## src/rtl/instruction_fetch_pkg.sv

```systemverilog
// Shared constants and FSM encoding for the PMEM -> decoder fetch path.
package instruction_fetch_pkg;

  localparam logic [31:0] NOP_INSTR = 32'h0000_0013;

  typedef enum logic [1:0] {
    FETCH_IDLE = 2'd0,
    FETCH_WAIT = 2'd1,
    FETCH_DROP = 2'd2
  } fetch_state_e;

endpackage

```

## src/rtl/instruction_fetch_if.sv

```systemverilog
// Fetch-side bus bundle: PMEM read port, decoder instruction port and redirect input.
interface instruction_fetch_if #(
  parameter int PC_WIDTH = 32
);

  logic                pmem_req;
  logic [PC_WIDTH-1:0] pmem_addr;
  logic                pmem_ack;
  logic [31:0]         pmem_rdata;
  logic [31:0]         instr;
  logic [PC_WIDTH-1:0] instr_pc;
  logic                instr_valid;
  logic                instr_ready;
  logic                redirect;
  logic [PC_WIDTH-1:0] redirect_pc;

  modport master (
    output pmem_req, pmem_addr, instr, instr_pc, instr_valid,
    input  pmem_ack, pmem_rdata, instr_ready, redirect, redirect_pc
  );

  modport slave (
    input  pmem_req, pmem_addr, instr, instr_pc, instr_valid,
    output pmem_ack, pmem_rdata, instr_ready, redirect, redirect_pc
  );

endinterface

```

## src/rtl/instruction_fetch_fifo.sv

```systemverilog
// Small synchronous FIFO holding fetched {pc, instr} entries; flush empties it on the same edge.
module fetch_fifo #(
  parameter int WIDTH = 64,
  parameter int DEPTH = 2
) (
  input  logic                       clk,
  input  logic                       rst_n,
  input  logic                       push_i,
  input  logic                       pop_i,
  input  logic                       flush_i,
  input  logic [WIDTH-1:0]           data_i,
  output logic [WIDTH-1:0]           data_o,
  output logic [$clog2(DEPTH+1)-1:0] count_o,
  output logic                       empty_o
);

  localparam int AW    = $clog2(DEPTH);
  localparam int CNT_W = $clog2(DEPTH+1);

  logic [WIDTH-1:0] mem_q [DEPTH];
  logic [AW-1:0]    wr_ptr_q, rd_ptr_q;
  logic [CNT_W-1:0] count_q;
  logic             do_push, do_pop;

  assign do_pop  = pop_i & (count_q != '0);
  assign do_push = push_i & ((count_q != CNT_W'(DEPTH)) | do_pop);

  always_ff @(posedge clk) begin
    if (!rst_n || flush_i) begin
      wr_ptr_q <= '0;
      rd_ptr_q <= '0;
      count_q  <= '0;
    end else begin
      if (do_push) wr_ptr_q <= wr_ptr_q + AW'(1);
      if (do_pop)  rd_ptr_q <= rd_ptr_q + AW'(1);
      case ({do_push, do_pop})
        2'b10:   count_q <= count_q + CNT_W'(1);
        2'b01:   count_q <= count_q - CNT_W'(1);
        default: count_q <= count_q;
      endcase
    end
  end

  // Storage needs no reset: contents are only observed through a non-zero count.
  always_ff @(posedge clk) begin
    if (do_push && !flush_i) mem_q[wr_ptr_q] <= data_i;
  end

  assign data_o  = mem_q[rd_ptr_q];
  assign count_o = count_q;
  assign empty_o = (count_q == '0);

endmodule

```

## src/rtl/instruction_fetch.sv

```systemverilog
// Instruction fetch: owns the PC, issues single-outstanding PMEM reads and buffers words for the decoder.
//  state      | meaning
//  FETCH_IDLE | no read outstanding; issue when buffer space allows
//  FETCH_WAIT | read outstanding, returned word will be buffered
//  FETCH_DROP | read outstanding but stale after a redirect; returned word is discarded
module instruction_fetch
  import instruction_fetch_pkg::*;
#(
  parameter int                  PC_WIDTH   = 32,
  parameter logic [PC_WIDTH-1:0] RESET_PC   = '0,
  parameter int                  FIFO_DEPTH = 2
) (
  input logic                 clk,
  input logic                 rst_n,
  instruction_fetch_if.master bus
);

  localparam int CNT_W   = $clog2(FIFO_DEPTH+1);
  localparam int ENTRY_W = PC_WIDTH + 32;

  fetch_state_e        state_q;
  logic [PC_WIDTH-1:0] fetch_pc_q;
  logic [PC_WIDTH-1:0] pmem_addr_q;
  logic                pmem_req_q;

  logic                ack;
  logic                push, pop;
  logic [CNT_W-1:0]    count;
  logic [CNT_W:0]      count_next;
  logic                can_issue;
  logic                empty;
  logic [ENTRY_W-1:0]  head;
  logic [PC_WIDTH-1:0] redirect_pc_al;
  logic [PC_WIDTH-1:0] fetch_pc_inc;

  assign ack            = pmem_req_q & bus.pmem_ack;
  assign redirect_pc_al = {bus.redirect_pc[PC_WIDTH-1:2], 2'b00};
  assign fetch_pc_inc   = fetch_pc_q + PC_WIDTH'(4);
  assign push           = (state_q == FETCH_WAIT) & ack & ~bus.redirect;
  assign pop            = ~empty & bus.instr_ready & ~bus.redirect;

  // Occupancy after this edge decides whether another read may be outstanding.
  assign count_next = {1'b0, count} + {{CNT_W{1'b0}}, push} - {{CNT_W{1'b0}}, pop};
  assign can_issue  = count_next < (CNT_W+1)'(FIFO_DEPTH);

  always_ff @(posedge clk) begin
    if (!rst_n) begin
      state_q     <= FETCH_IDLE;
      fetch_pc_q  <= RESET_PC;
      pmem_req_q  <= 1'b0;
      pmem_addr_q <= RESET_PC;
    end else begin
      case (state_q)
        FETCH_IDLE: begin
          if (bus.redirect) begin
            fetch_pc_q <= redirect_pc_al;
          end else if (can_issue) begin
            state_q     <= FETCH_WAIT;
            pmem_req_q  <= 1'b1;
            pmem_addr_q <= fetch_pc_q;
          end
        end
        FETCH_WAIT: begin
          if (bus.redirect) begin
            fetch_pc_q <= redirect_pc_al;
            if (ack) begin
              state_q    <= FETCH_IDLE;
              pmem_req_q <= 1'b0;
            end else begin
              state_q <= FETCH_DROP;
            end
          end else if (ack) begin
            fetch_pc_q <= fetch_pc_inc;
            if (can_issue) begin
              pmem_addr_q <= fetch_pc_inc;
            end else begin
              state_q    <= FETCH_IDLE;
              pmem_req_q <= 1'b0;
            end
          end
        end
        FETCH_DROP: begin
          if (bus.redirect) fetch_pc_q <= redirect_pc_al;
          if (ack) begin
            state_q    <= FETCH_IDLE;
            pmem_req_q <= 1'b0;
          end
        end
        default: begin
          state_q    <= FETCH_IDLE;
          pmem_req_q <= 1'b0;
        end
      endcase
    end
  end

  fetch_fifo #(
    .WIDTH (ENTRY_W),
    .DEPTH (FIFO_DEPTH)
  ) u_fifo (
    .clk     (clk),
    .rst_n   (rst_n),
    .push_i  (push),
    .pop_i   (pop),
    .flush_i (bus.redirect),
    .data_i  ({fetch_pc_q, bus.pmem_rdata}),
    .data_o  (head),
    .count_o (count),
    .empty_o (empty)
  );

  assign bus.pmem_req    = pmem_req_q;
  assign bus.pmem_addr   = pmem_addr_q;
  assign bus.instr_valid = ~empty;
  assign bus.instr       = empty ? NOP_INSTR : head[31:0];
  assign bus.instr_pc    = empty ? '0 : head[ENTRY_W-1:32];

endmodule

```

## src/flat_wrapper.sv

```systemverilog
// flat-port wrapper written by rule: the top's interface ports become plain ports
module instruction_fetch_flat import instruction_fetch_pkg::*;
#(
  parameter int                  PC_WIDTH   = 32,
  parameter logic [PC_WIDTH-1:0] RESET_PC   = '0,
  parameter int                  FIFO_DEPTH = 2
)
  (clk, rst_n, bus_pmem_req, bus_pmem_addr, bus_instr, bus_instr_pc, bus_instr_valid, bus_pmem_ack, bus_pmem_rdata, bus_instr_ready, bus_redirect, bus_redirect_pc);
  instruction_fetch_if #(.PC_WIDTH(PC_WIDTH)) bus_i ();
  input logic clk;
  input logic rst_n;
  output wire logic [$bits(bus_i.pmem_req)-1:0] bus_pmem_req;
  output wire logic [$bits(bus_i.pmem_addr)-1:0] bus_pmem_addr;
  output wire logic [$bits(bus_i.instr)-1:0] bus_instr;
  output wire logic [$bits(bus_i.instr_pc)-1:0] bus_instr_pc;
  output wire logic [$bits(bus_i.instr_valid)-1:0] bus_instr_valid;
  input wire logic [$bits(bus_i.pmem_ack)-1:0] bus_pmem_ack;
  input wire logic [$bits(bus_i.pmem_rdata)-1:0] bus_pmem_rdata;
  input wire logic [$bits(bus_i.instr_ready)-1:0] bus_instr_ready;
  input wire logic [$bits(bus_i.redirect)-1:0] bus_redirect;
  input wire logic [$bits(bus_i.redirect_pc)-1:0] bus_redirect_pc;
  assign bus_pmem_req = bus_i.pmem_req;
  assign bus_pmem_addr = bus_i.pmem_addr;
  assign bus_instr = bus_i.instr;
  assign bus_instr_pc = bus_i.instr_pc;
  assign bus_instr_valid = bus_i.instr_valid;
  assign bus_i.pmem_ack = bus_pmem_ack;
  assign bus_i.pmem_rdata = bus_pmem_rdata;
  assign bus_i.instr_ready = bus_instr_ready;
  assign bus_i.redirect = bus_redirect;
  assign bus_i.redirect_pc = bus_redirect_pc;
  instruction_fetch #(.PC_WIDTH(PC_WIDTH), .RESET_PC(RESET_PC), .FIFO_DEPTH(FIFO_DEPTH)) u_core (.clk(clk), .rst_n(rst_n), .bus(bus_i));
endmodule
```

## config.mk

```make
export PLATFORM = sky130hd
export DESIGN_NAME = instruction_fetch_flat
export DESIGN_NICKNAME = d
export VERILOG_FILES = /design/src/rtl/instruction_fetch_pkg.sv /design/src/rtl/instruction_fetch_if.sv /design/src/rtl/instruction_fetch_fifo.sv /design/src/rtl/instruction_fetch.sv /design/src/flat_wrapper.sv
export SDC_FILE = /design/constraint.sdc
export NUM_CORES = 1
export LEC_CHECK = 0
export CORE_MARGIN = 2
export CORE_UTILIZATION = 30
export DETAILED_ROUTE_END_ITERATION = 7
export HOLD_SLACK_MARGIN = 0.03
export PLACE_DENSITY_LB_ADDON = 0.12
export SLEW_MARGIN = 30
export SYNTH_ARGS = -nofsm -noshare
export SYNTH_HDL_FRONTEND = slang
export SYNTH_SLANG_ARGS = --single-unit
```

## constraint.sdc

```tcl
create_clock -name clk -period 9.61 [get_ports clk]
set_clock_uncertainty 0.2 [all_clocks]
set_input_delay 2.4025 -clock clk [delete_from_list [all_inputs] [get_ports clk]]
set_output_delay 2.4025 -clock clk [all_outputs]
set_load 0.02 [all_outputs]
```

==> impl_metrics.yaml, run 1 <==
place:
  place_hpwl_um: 15170
  placement.setup.worst_slack_ns: 2.600
  numPortBuffers: 160
  gp_congestion: 0.7852
  placement.cell_area_mm2: 0.01052
clock_network:
  postCtsSetupBuffers: 0
  cts_hold_buffers: 0
  worstSkewPairLatency_ns: 0.43
  cts_buffers: 17
  clk_path_buf_depth: 2
  post_cts_resize_count: 0
  clock_sink_count: 192
  cts.reportedPaths.clkPinSlew_ns: 0.08
  htreeDepth: 4
  tritoncts_clock_tree: "done"
  clk_root_buffer_cell: "clkbuf_16"
sta:
  final.setup.tns_ns: 0
  setup_viol: 0
  worst_slack_ns: 3.052
  relSlewSlack: 0.4164
  setup_repair_after_global_routing_missed_its_margin: "false"
  maxClockFrequency_ghz: 0.1525
  finalMaxSlewViolations: 0
  layout_worst_path_cycle_share: 0.6824
  max_slew.worst_pin.slew_ns: 0.8754
  finalCriticalPeriod_ns: 6.558
  timing.final.hold_violations: 0
setup_path:
  worst_ep_required_time_ns: 9.74
  timing.critical_path.to_type: "register"
  max_fanout_on_critical_path: 60
  worst-endpoint-arrival_ns: 6.68
  critPathKind: "in -> reg"
  element_type_at_the_critical_path_start: "input pin"
synthesis:
  synth_seq_cells: 192
  syn-cell-area_mm2: 0.008603
  post_synth.cell_area_avg_um2: 11.14
  synth_top_cells_by_area: "edfxtp_1 43%, dfxtp_1 16%, mux2i_1 7.3%"
  yosys_warnings: 0
  post_synth_inst_count: 772
  synthMostInstantiatedCell: "edfxtp_1"
  synth_edf_count: 124
  synth_top_cell_by_area: "edfxtp_1"
  synth.yosys.seq_area_share: 0.5910
  netlist.area_leader.share: 0.4328
  ys_types: 63
  yosys-top-cells-count: "124 x edfxtp_1, 95 x nor2_1, 68 x dfxtp_1"
  async_set_or_reset_register_ratio_after_synthesis: 0
  main_synth_ff_type: "edfxtp_1"
global_routing:
  antenna_found_initial: 0
  first_pass_grt_wire_length_um: 35530
  pin_count_of_the_biggest_net_entering_global_routing: 61
  globalRoute.totalOverflow: 0
  global_route.usage.total: 0.1514
  number_of_global_route_vias_before_repair: 6017
finish:
  final_core_utilization: 0.3966
  fraction_of_final_layout_cells_with_drive_strength_greater_than_1: 0.06154
  finish.net_count: 970
  nFillCells: 2730
  area_delta_synth_final_pct: 29.13
  antenna_cells: 0
  design_area_mm2: 0.01111
die:
  core.rowCount: 61
  ioPinCount: 167
  floorplan.initialDensity: 0.3071
  die_w_um: 173.3
  floorplan.die_area_mm2: 0.03005
  die_y_um: 173.3
  core_mm2: 0.02801
route:
  detail_route.iter0.violations: 439
  wirelength_um: 22790
  routed_via_density: 4.894
  detail_route.drc_violations: 0
  firstDrtPassIters: 5
  detail_route.wl_per_cell_um: 17.69
  routed-via-count: 6303
  drtAntennaViolNets: 0
worst_hold_path:
  min-delay-path-class: "reg -> reg"
power_and_ir_drop:
  vdd_drop_max_v: 0.00007738
  power.density_mw_per_mm2: 160.8
  power.static_leakage_uw: 0.003506
outcome:
  result_of_the_run: "complete, no violations"
job:
  drv_cap: 0
-- critical path: stages --
cell,delay (ns)
clkdlybuf4s50_1,0.80
nand2b_4,0.59
or3_1,0.57
ha_1,0.31
nand2b_1,0.15
fa_1,0.38
xnor2_1,0.15
nand3b_1,0.22
a211oi_4,0.26
buf_4,0.48
nor2_1,0.08
a311oi_1,0.27
-- cells by family after synthesis --
kind of cell | Yosys count | share of synthesized area
compound gates | 157 | 0.1146
buf+inv | 74 | 0.03839
xor+xnor | 29 | 0.02952
other cells | 1 | 0.0004359
fa+ha+maj | 4 | 0.006690
flops | 192 | 0.5910
simple gates | 252 | 0.1460
mux | 63 | 0.07330
-- through the flow --
| step | cells | hold slack [ns] | total power [uW] |
|---|---|---|---|
| after CTS | 1288 | 0.3124 | 1809 |
| final | 1288 | 0.3133 | 1786 |
| after floorplan | 775 | 0.2202 | 1028 |
| after global routing | 1288 | 0.3270 | 1860 |
| after detailed placement | 1256 | 0.2933 | 1109 |
| after global placement | 1255 | 0.2939 | 1109 |
-- sequential cells by signal (all words and copies together) (netlist names), named ones only --
signal	cells
u_core.state_q	2
u_core.bus.pmem_addr	30
u_core.u_fifo.mem_q	124
u_core.u_fifo.wr_ptr_q	1
u_core.u_fifo.count_o	2
u_core.bus.pmem_req	1
u_core.u_fifo.rd_ptr_q	1
u_core.fetch_pc_q	30
-- routing by layer --
layer  global-route usage  wire [um]  part of all wire
met1               0.2239      11300              0.50
met2               0.2238       9970              0.44
met3              0.03640       1323             0.058
met4              0.03178        187            0.0082
met5                    0          0                 0
-- layout make-up --
cell class              count  area [um^2]  share of cell area
flip-flops and latches    192         5089              0.4580
multi-input cells         509         3241              0.2917
repair buffers            170         1697              0.1527
well taps                 378        473.0             0.04257
clock buffers              17        425.4             0.03829
clock inverters            15        158.9             0.01430
inverters                   7        26.28            0.002365
-- placed cells by master, fill, tap and decap left out, types with 13 or more instances in the layout --
master and instances:
clkdlybuf4s50_1 160, edfxtp_1 124, nor2_1 93, dfxtp_1 67
mux2i_1 63, o21ai_0 49, nand2_1 45, a21oi_1 38
nand3_1 17, nand4_1 17, clkbuf_16 17, xor2_1 15
xnor2_1 14, nor3_1 13
-- report_power, final --
part	internal (uW)	switching (uW)	total, uW
Combinational	75.3	81.4	157
Sequential	901	34.2	935
Clock	349	346	695
Total	1320	461	1790
-- final timing paths --
path | from | end | slack, ns | depth (start not counted)
worst max-delay path | bus_redirect | u_core.bus.pmem_addr[6] | 3.05 | 12
worst max register to register | u_core.u_fifo.count_o[1] | u_core.bus.pmem_addr[6] | 5.31 | 14
worst min register to register | u_core.u_fifo.rd_ptr_q | register | 0.31 | 2
worst min-delay path | u_core.u_fifo.rd_ptr_q | register | 0.31 | 2
Power figures use the tool's default switching activity.
==> run 2: changes to the inputs <==
==> constraint.sdc (replaced) <==
create_clock -name clk -period 6.35 [get_ports clk]
set_clock_uncertainty 0.2 [all_clocks]
set_input_delay 1.5875 -clock clk [delete_from_list [all_inputs] [get_ports clk]]
set_output_delay 1.5875 -clock clk [all_outputs]
set_load 0.02 [all_outputs]
==> run 2 against run 1 <==
  * Sequential power grew 52%
  * Via count shrank 0.13%
  * Final cell count grew 0.16%
  * Clock-buffer cell count is the same
  * Total power grew 59%
  * Global-route usage shrank 0.061 points
  * Worst setup slack lost 1.7 ns
  * Combinational power grew 52%
  * Flip-flop and latch count is the same
  * Clock power grew 71%
  * First-iteration DRC count shrank 0.68%
  * Critical path depth is the same
==> impl_metrics.yaml, run 2 (synthesis gave the netlist of run 1 again) <==
global_routing:
  first_pass_grt_wire_length_um: 35310
  number_of_global_route_vias_before_repair: 5899
  globalRoute.totalOverflow: 0
  global_route.usage.total: 0.1507
  pin_count_of_the_biggest_net_entering_global_routing: 63
  antenna_found_initial: 0
sta:
  final.setup.tns_ns: 0
  relSlewSlack: 0.3959
  setup_repair_after_global_routing_missed_its_margin: "false"
  fin_hold_ws_ns: 0.2955
  timing.final.hold_violations: 0
  maxClockFrequency_ghz: 0.2008
  layout_worst_path_cycle_share: 0.7844
  worst_slack_ns: 1.369
  finalMaxSlewViolations: 0
  finalCriticalPeriod_ns: 4.981
  max_slew.worst_pin.slew_ns: 0.9061
  setup_viol: 0
setup_path:
  worstReg2RegStart: "u_core.state_q[0]"
  launch_point_of_the_critical_path: "bus_pmem_ack"
  crit_chain: "clkdlybuf4s50_1, nand2_1, or3_1, ha_1, nand2b_1, fa_1, xnor2_1, nand3b_1, a211oi_4, buf_4, nor2_1, a311oi_1"
  critPathKind: "in -> reg"
  worst_path_largest_cell_delay_ns: 0.53
  max_fanout_on_critical_path: 60
  element_type_at_the_critical_path_start: "input pin"
  worst-endpoint-arrival_ns: 5.10
  timing.critical_path.slowest_stage_cell: "clkdlybuf4s50_1"
  timing.critical_path.to_type: "register"
  worst_ep_required_time_ns: 6.47
finish:
  area_delta_synth_final_pct: 29.96
  ff_latch_area_mm2: 0.005089
  finish.net_count: 972
  antenna_cells: 0
  largest_register_ff_count: 124
  nFillCells: 2753
  multi_input_comb_area_mm2: 0.003237
  final_core_utilization: 0.3992
  most-common-layout-cells: "160 x clkdlybuf4s50_1, 124 x edfxtp_1, 93 x nor2_1"
  fraction_of_final_layout_cells_with_drive_strength_greater_than_1: 0.06250
  layout_commonest_cell: "clkdlybuf4s50_1"
  top_register: "u_core.u_fifo.mem_q"
clock_network:
  post_cts_resize_count: 0
  htreeDepth: 4
  worstSkewPairLatency_ns: 0.43
  cts_hold_buffers: 0
  tritoncts_clock_tree: "done"
  clock_sink_count: 192
  clk_root_buffer_cell: "clkbuf_16"
  cts_buffers: 17
  postCtsSetupBuffers: 0
  clk_path_buf_depth: 2
  cts.reportedPaths.clkPinSlew_ns: 0.07
route:
  routed-via-count: 6295
  firstDrtPassIters: 5
  detail_route.wl_per_cell_um: 17.87
  routed_via_density: 4.880
  drtAntennaViolNets: 0
  detail_route.iter0.violations: 436
  wirelength_um: 23050
  detail_route.drc_violations: 0
worst_hold_path:
  hp_start: "u_core.u_fifo.rd_ptr_q"
  min-delay-path-class: "reg -> reg"
power_and_ir_drop:
  power.static_leakage_uw: 0.003522
  power.total_uw: 2843
  power.density_mw_per_mm2: 254.3
  vdd_drop_max_v: 0.0001145
die:
  ioPinCount: 167
  core_mm2: 0.02801
  floorplan.initialDensity: 0.3071
  die_y_um: 173.3
  core.rowCount: 61
  die_w_um: 173.3
  floorplan.die_area_mm2: 0.03005
place:
  gp_congestion: 0.7709
  numPortBuffers: 160
  place_hpwl_um: 14940
  placement.setup.worst_slack_ns: 0.9460
outcome:
  result_of_the_run: "complete, no violations"
job:
  drv_cap: 0
## run 2: layout make-up
| type | count | share of cell area |
|---|---|---|
| flip-flops and latches | 192 | 0.4551 |
| multi-input cells | 509 | 0.2895 |
| repair buffers | 172 | 0.1520 |
| well taps | 378 | 0.04230 |
| clock buffers | 17 | 0.03805 |
| clock inverters | 15 | 0.02070 |
| inverters | 7 | 0.002350 |
## run 2: layer usage
| layer | share of wire | GRT usage | up-vias |
|---|---|---|---|
| met5 | 0 | 0 | - |
| met4 | 0.0098 | 0.03814 | 0 |
| met3 | 0.048 | 0.02763 | 17 |
| met2 | 0.43 | 0.2213 | 180 |
| met1 | 0.51 | 0.2273 | 3012 |
| li1 | - | - | 3086 |
## run 2: final timing paths
| path | end | slack [ns] | cells past startpoint |
|---|---|---|---|
| min reg2reg | register | 0.30 | 2 |
| max reg2reg | u_core.bus.pmem_addr[6] | 2.64 | 11 |
| max | u_core.bus.pmem_addr[6] | 1.37 | 12 |
| min | register | 0.30 | 2 |
## run 2: critical path: cells and delay by family
kind	cells	cell delay [ns]
adders and majority gates	2	0.69
AOI/OAI and AO/OA	2	0.54
xor gates and xnor gates	1	0.14
and+or+nand+nor	5	1.10
buffers and inverters	2	1.01
## run 2: metrics by stage
| stage | std cells | cell area (um^2) |
|---|---|---|
| final | 1290 | 11180 |
| after global routing | 1290 | 11180 |
| after CTS | 1289 | 11170 |
| after detailed placement | 1257 | 10510 |
| after global placement | 1257 | 10510 |
| after floorplan | 775 | 8615 |
## run 2: power by group
part	internal [uW]	switching, uW	leakage [uW]
sequential	1360	51.2	0.00166
combinational	115	124	0.00154
clock	705	483	0.000315
